### src/rtl/shift_pkg.sv
// Shared encodings for the universal burst shift register.
// Op codes, FSM states and the burst-op predicate.
package shift_pkg;

  localparam logic [2:0] OP_HOLD = 3'b000;
  localparam logic [2:0] OP_LOAD = 3'b001;
  localparam logic [2:0] OP_SHR  = 3'b010;
  localparam logic [2:0] OP_SHL  = 3'b011;
  localparam logic [2:0] OP_ROR  = 3'b100;
  localparam logic [2:0] OP_ROL  = 3'b101;
  localparam logic [2:0] OP_ASR  = 3'b110;
  localparam logic [2:0] OP_CLR  = 3'b111;

  typedef enum logic [1:0] {
    ST_IDLE = 2'd0,
    ST_RUN  = 2'd1,
    ST_DONE = 2'd2
  } state_t;

  // Only the shift/rotate family may be repeated by the burst engine.
  function automatic logic is_burst_op(
    input logic [2:0] op
  );
    return (op >= OP_SHR) && (op <= OP_ASR);
  endfunction

endpackage

### src/rtl/shift_univ_core.sv
// Combinational next-state for one universal shift step.
// Used for both single steps and every burst step.
module shift_univ_core
  import shift_pkg::*;
#(
  parameter int N = 8
) (
  input  logic [2:0]   op,
  input  logic [N-1:0] q,
  input  logic [N-1:0] d,
  input  logic         sil,
  input  logic         sir,
  output logic [N-1:0] q_next
);

  always_comb begin
    q_next = q;
    unique case (op)
      OP_HOLD: q_next = q;
      OP_LOAD: q_next = d;
      OP_SHR:  q_next = {sil, q[N-1:1]};
      OP_SHL:  q_next = {q[N-2:0], sir};
      OP_ROR:  q_next = {q[0], q[N-1:1]};
      OP_ROL:  q_next = {q[N-2:0], q[N-1]};
      OP_ASR:  q_next = {q[N-1], q[N-1:1]};
      OP_CLR:  q_next = '0;
      default: q_next = q;
    endcase
  end

endmodule

### src/rtl/shift_univ_burst_regn.sv
// N-bit universal shift register with an autonomous burst engine.
// Holds q, the latched burst op, the step counter and the FSM.
module shift_univ_burst_regn
  import shift_pkg::*;
#(
  parameter int N  = 8,
  parameter int CW = 4
) (
  input  logic          clk,
  input  logic          rst,
  input  logic          en,
  input  logic [2:0]    op,
  input  logic [N-1:0]  d,
  input  logic          sil,
  input  logic          sir,
  input  logic          start,
  input  logic [CW-1:0] cnt,
  output logic [N-1:0]  q,
  output logic          so_r,
  output logic          so_l,
  output logic          busy,
  output logic          done
);

  state_t        r_state;
  logic [N-1:0]  r_q;
  logic [2:0]    r_op;
  logic [CW-1:0] r_rem;

  logic [2:0]    w_op;
  logic [N-1:0]  w_q_next;
  logic          w_burst;

  // During a burst the latched op drives the core, live op is ignored.
  assign w_op    = (r_state == ST_RUN) ? r_op : op;
  assign w_burst = start && is_burst_op(op);

  shift_univ_core #(
    .N(N)
  ) u_core (
    .op    (w_op),
    .q     (r_q),
    .d     (d),
    .sil   (sil),
    .sir   (sir),
    .q_next(w_q_next)
  );

  always_ff @(posedge clk) begin
    if (rst) begin
      r_state <= ST_IDLE;
      r_q     <= '0;
      r_op    <= OP_HOLD;
      r_rem   <= '0;
    end else begin
      unique case (r_state)
        ST_IDLE: begin
          if (en) begin
            if (w_burst) begin
              r_op <= op;
              if (cnt == '0) begin
                r_state <= ST_DONE;
              end else begin
                r_q <= w_q_next;
                if (cnt == CW'(1)) begin
                  r_state <= ST_DONE;
                end else begin
                  r_rem   <= cnt - CW'(1);
                  r_state <= ST_RUN;
                end
              end
            end else begin
              r_q <= w_q_next;
            end
          end
        end
        ST_RUN: begin
          if (en) begin
            r_q   <= w_q_next;
            r_rem <= r_rem - CW'(1);
            if (r_rem == CW'(1)) begin
              r_state <= ST_DONE;
            end
          end
        end
        ST_DONE: r_state <= ST_IDLE;
        default: r_state <= ST_IDLE;
      endcase
    end
  end

  assign q    = r_q;
  assign so_r = r_q[0];
  assign so_l = r_q[N-1];
  assign busy = (r_state == ST_RUN);
  assign done = (r_state == ST_DONE);

endmodule

### config.mk
export PLATFORM = sky130hd
export DESIGN_NAME = shift_univ_burst_regn
export DESIGN_NICKNAME = d
export VERILOG_FILES = /design/src/rtl/shift_pkg.sv /design/src/rtl/shift_univ_core.sv /design/src/rtl/shift_univ_burst_regn.sv
export SDC_FILE = /design/constraint.sdc
export NUM_CORES = 1
export LEC_CHECK = 0
export CAP_MARGIN = 10
export CORE_AREA = 5 5 58 60
export DETAILED_ROUTE_END_ITERATION = 12
export DIE_AREA = 0 0 63 65
export HOLD_SLACK_MARGIN = 0.08
export PLACE_DENSITY = 0.81
export SETUP_SLACK_MARGIN = 0.4
export SKIP_LAST_GASP = 1
export SYNTH_ARGS = -nofsm -noshare
export SYNTH_HDL_FRONTEND = slang
export SYNTH_SLANG_ARGS = --single-unit
### constraint.sdc
create_clock -name clk -period 2.2 [get_ports clk]
set_input_delay 0.44 -clock clk [delete_from_list [all_inputs] [get_ports clk]]
set_output_delay 0.44 -clock clk [all_outputs]
set_load 0.01 [all_outputs]
## Word level (Yosys, flattened, before mapping)

Index checks and enable logic that the tools add are counted.

- Add/subtract/negate cells: 2
- $lt $le $gt $ge: 2
- Eq/ne operators: 18
- Multiplexer cells: 20
- Reductions and logical operators: 10

Operators with widths:

| operator | number |
|---|---|
| 8-bit case mux with 8 select lines | 1 |
| 8-bit two-way mux | 4 |
| 4-bit two-way mux | 5 |
| 8-bit case mux with 2 select lines | 1 |
| 3-bit equality test (second input constant) | 4 |
| 2-bit two-way mux | 6 |
| 2-bit != test (second input constant) | 5 |
| 4-bit by 1-bit equality test with 1-bit output (second input constant) | 2 |
| 4-bit case mux with 2 select lines | 1 |
| 4-bit AND reduction | 2 |
| 4-bit by 1-bit subtractor with 4-bit output (second input constant) | 2 |
| 3-bit by 2-bit equality test with 1-bit output (second input constant) | 2 |
| 6-bit AND reduction | 1 |
| 4-bit zero test | 1 |
| 2-bit case mux with 2 select lines | 1 |
| 3-bit by 1-bit equality test with 1-bit output (second input constant) | 1 |
| 3-bit by 2-bit >= comparator with 1-bit output (second input constant) | 1 |
| 3-bit <= comparator (second input constant) | 1 |
| 3-bit zero test | 1 |
| 3-bit two-way mux | 1 |
| 3-bit != test (second input constant) | 1 |
| 3-bit AND reduction | 1 |
| 2-bit by 1-bit equality test with 1-bit output (second input constant) | 1 |
| 2-bit equality test (second input constant) | 1 |
| 4 further kinds | 5 |

- Bits in registers: 17
- Input bits: 21
- Output and inout bits: 12
- Word-level logic and storage cells: 56

## Longest topological paths before layout

- Depth after elaboration: 8
- Gate-level depth with buffers: 7
- Gate-level depth less buffers: 7

## By module

Synthesis repeated with hierarchy kept, for this count alone.

- Cells, all modules: 156
- Area, all modules: 1335.0 um^2

By module, submodules not included:

| module | instances | cells each | area an instance (um^2) | sequential area each (um^2) |
|---|---|---|---|---|
| shift_univ_burst_regn | 1 | 105 | 1022.2 | 340.3 |
| shift_univ_core | 1 | 51 | 312.8 | 0.0 |

## Least setup slack after synthesis

No wires, ideal clock.

- Path kind: input to register
- From: input port cnt[1]
- To: register r_q[0] (netlist: q[0])
- Setup time: 0.073 ns
- Data arrival time: 1.728 ns
- Path slack: 0.398 ns
- Stages: 7
- Path buffers: 0
- Path through: inv_1 -> ha_1 -> or3b_1 -> o41ai_2 -> a21oi_4 -> o311a_1 -> nor3_2

- Word-level cells in the longest chain between the ends: 3

Ends and longest elaborated chain:

| element | RTL line | source |
|---|---|---|
| from (decl) | shift_univ_burst_regn.sv:17 | `input logic [CW-1:0] cnt,` |
| 4-bit zero test | shift_univ_burst_regn.sv:61 | `if (cnt == '0) begin` |
| 3-bit != test (no source line) | - |  |
| 4-bit AND reduction (no source line) | - |  |
| to (signal assigned) | shift_univ_burst_regn.sv:64 | `r_q <= w_q_next;` |
| to (signal assigned) | shift_univ_burst_regn.sv:73 | `r_q <= w_q_next;` |
| to (signal assigned) | shift_univ_burst_regn.sv:79 | `r_q <= w_q_next;` |
| to (decl) | shift_univ_burst_regn.sv:26 | `logic [N-1:0] r_q;` |

Every way passes these cells.
A chain may end at the register's enable or synchronous reset.

## Worst setup path in the final report

- From: input port cnt[1]
- To: register r_rem[2]

- Word-level cells in the longest chain between the ends: 6
- Elaborated cells between the ends (all ways): 11
- Those cells by class: add/sub: 1; eq/ne: 3; mux: 5; reduce/logical: 2

Ends and longest elaborated chain:

| element | RTL line | source |
|---|---|---|
| 4-bit by 1-bit subtractor with 4-bit output | shift_univ_burst_regn.sv:68 | `r_rem <= cnt - CW'(1);` |
| 4-bit two-way mux | shift_univ_burst_regn.sv:65 | `if (cnt == CW'(1)) begin` |
| 4-bit two-way mux | shift_univ_burst_regn.sv:61 |  |
| 4-bit two-way mux | shift_univ_burst_regn.sv:59 | `if (w_burst) begin` |
| 4-bit two-way mux | shift_univ_burst_regn.sv:58 | `if (en) begin` |
| 4-bit case mux with 2 select lines | shift_univ_burst_regn.sv:56 | `unique case (r_state)` |
| to (signal assigned) | shift_univ_burst_regn.sv:68 |  |
| to (signal assigned) | shift_univ_burst_regn.sv:80 | `r_rem <= r_rem - CW'(1);` |
| to (decl) | shift_univ_burst_regn.sv:28 | `logic [CW-1:0] r_rem;` |

Several ways; a longest one is shown, not always the timed one. The select of a mux whose other input is x is not followed.

==> metrics.cfg <==
[run_status]
outcome=finished, final reports clean

[sta]
period_share_pct=79.9
fin_ws_ns=0.442
fmax_ghz=0.569
slew_headroom_pct=71.1
finalCriticalPeriod_ns=1.76
holdWs_ns=0.508
tightest_slew_ns=0.434
rsz0062_at_grt=no
setup_viol=0
finalHoldViolCount=0
drv_slew=0
clock_skew_ns=0.00498
tns_ns=0

[hold_path]
hold_end=r_state[0]
hold_path_class=flip-flop to flip-flop
hold_depth=1
min_from=r_state[1]

[clocking]
cts_tree=done
clkSinkCount=17
cts_root_buffer=clkbuf_4
htree_levels=1
cts_hold_buf=0
numCtsBuffers=3
insertion_delay_ns=0.30
cts.path.max_buffers=2
clk_pin_slew_ns=0.12

[global_route]
grt_overflow=0
first_global_vias=1255
antenna_found_initial=0
grt_max_degree=14
grt_pass1_wl_um=5670
grt.total_usage_pct=16.7

[layout]
area_delta_synth_final_pct=37.6
most-common-layout-cells=clkdlybuf4s50_1, dfxtp_1, nor2_1, buf_4, nand2b_1
drive_gt1_share_pct=22.0
diodes=0
final_common_cell=clkdlybuf4s50_1
stdcell_count=219
fin_util_pct=59.9
final_nets=212
fillCellCount=248

[floorplanning]
die_h_um=65
design.core.area_um2=2880
io_pins=33
die-area_um2=4100
rows=20
start_util_pct=43.5
die_w_um=63

[synthesis]
yosysWarnings=0
syn_avg_cell_area_um2=8.70
syn_area_um2=1250
yosysSeqAreaShare_pct=27.2
synth_cell_type_count=46
synth_cells=144
synth_fp_nets=169
synth-seq-cells=17

[worst_setup_path]
cp_data_required_time_ns=2.44
crit_path_end_kind=flip-flop
r2r-start=r_state[1]
start_kind=primary input
critPathMaxStageDelay_ns=0.31
reg2reg_depth=6
critPathArrivalTime_ns=1.99
path_cells=clkdlybuf4s15_1, inv_2, ha_4, buf_4, or2_2, a211oi_2, o21ai_2, nand2b_1, a21oi_1
path_class=primary input to flip-flop
reg2reg_to=q[5]
cp_max_fo=6
reg2reg_slack_ns=0.50
crit_path_top_delay_cell=or2_2

[drt]
vias=1264
postRouteWirelength_um=3390
wl_per_cell_um=15.5
drtIter0Drc=57
dr.pass1.iters=5
post-route-drc-count=0
vias_per_cell=5.77
drtAntennaViolNets=0

[run]
drv_cap=0

[pwr]
p_int_w=0.000557
powerDensity_nw_per_um2=490
clkPwrFrac_pct=21.7
share_seq_of_total_power_pct=42.3
p_comb_share_pct=36.0
p_sw_w=0.000286
ir_drop_mv=0.285
p_sw_share_pct=33.9
cellLeakagePower_nw=0.672

[place]
hpwl_um=2560
dp.cells=212
dpl_worst_slack_ns=-0.232
portBuffers=32
globalplace.congestion=0.787

-- synth_stat cells, drive strengths merged --
master    n  area, µm²
and3      1       11.3
o22ai     7       43.8
nor2b     2       12.5
dfxtp    17        340
a22o      1       8.76
a21oi     8       62.6
nor3b     1       7.51
and3b     1       12.5
o41ai     1       16.3
nand2b   11       83.8
or2       2       12.5
nand3b    2       15.0
nand2     4       15.0
buf       6       47.5
o311a     1       10.0
a32o      2       20.0
a221o     6       60.1
o21ai    12       60.1
mux2      1       15.0
and2b     1       7.51
o31ai     1       7.51
nor3      8       56.3
and4bb    1       12.5
xor2      2       17.5
a2111oi   1       8.76
o21a      1       7.51
or3b      1       8.76
a221oi    1       8.76
a21o      1       7.51
ha        4       50.1
xnor2     2       17.5
nor2     13       48.8
mux2i     7       70.1
a211oi    2       15.0
inv       8       32.5
nand3     1       5.00
a31oi     2       12.5
clkbuf    1       3.75
-- power by group through the flow --
stage / Combinational [W] / Clock (W) / Sequential (W)
after floorplan: 0.000174 / 0 / 0.000361
after global placement: 0.000283 / 0 / 0.000360
after detailed placement: 0.000292 / 0 / 0.000362
after CTS: 0.000301 / 0.000182 / 0.000355
after global routing: 0.000328 / 0.000200 / 0.000360
final: 0.000303 / 0.000183 / 0.000357
-- flip-flops by register name (all words and copies together), names as in the netlist --
name / count
r_state: 2
r_rem: 4
r_op: 3
q: 8
-- worst max-delay path by stage --
stage,start,end,cells past startpoint
global route,q[2],q[2],1
CTS,cnt[1],q[5],8
finish,cnt[1],r_rem[2],9
detailed placement,cnt[1],r_rem[2],8
global placement,cnt[0],r_rem[3],8
floorplan,cnt[0],r_rem[3],7
-- layout make-up --
type	count	area [µm²]	area share (%)
clock buffer	3	22.5	1.31
clock inverter	1	5.00	0.290
inverter	8	32.5	1.89
multi-input combinational	112	867	50.3
sequential	17	344	20.0
tap	33	41.3	2.40
timing repair buffer	45	410	23.8
-- critical path: cells and delay by family --
kind	cells	cell delay, ns
AOI/OAI and AO/OA	3	0.54
and+or+nand+nor	2	0.48
buffers and inverters	3	0.39
adders and majority gates	1	0.15
-- stage by stage --
stage	total power (W)	cell area, µm²
floorplan	0.000535	1260
global placement	0.000643	1650
detailed placement	0.000654	1650
CTS	0.000838	1720
global route	0.000888	1720
finish	0.000843	1720
-- metal layers --
metal  vias to the layer above  track usage, %  part of all wire [%]
met1                       604            22.1                    45
li1                        615               -                     -
met2                        41            26.7                    48
met5                         -               0                     0
met4                         0            7.96                   1.6
met3                         4            2.25                   4.7
-- cells by family after synthesis --
kind of cell    share of synthesized area (%)
simple gates                             24.7
mux                                      6.79
compound gates                           27.9
xor+xnor                                 2.80
flops                                    27.2
fa+ha+maj                                4.00
buf+inv                                  6.69
-- repair_timing --
item	CTS	global route
hold endpoints to repair	0	0
gates resized for setup	18	5
endpoints found under the setup margin	19	13
pin swaps	5	2
buffers inserted	3	0
cloned	0	0
Power figures use the tool's default switching activity.
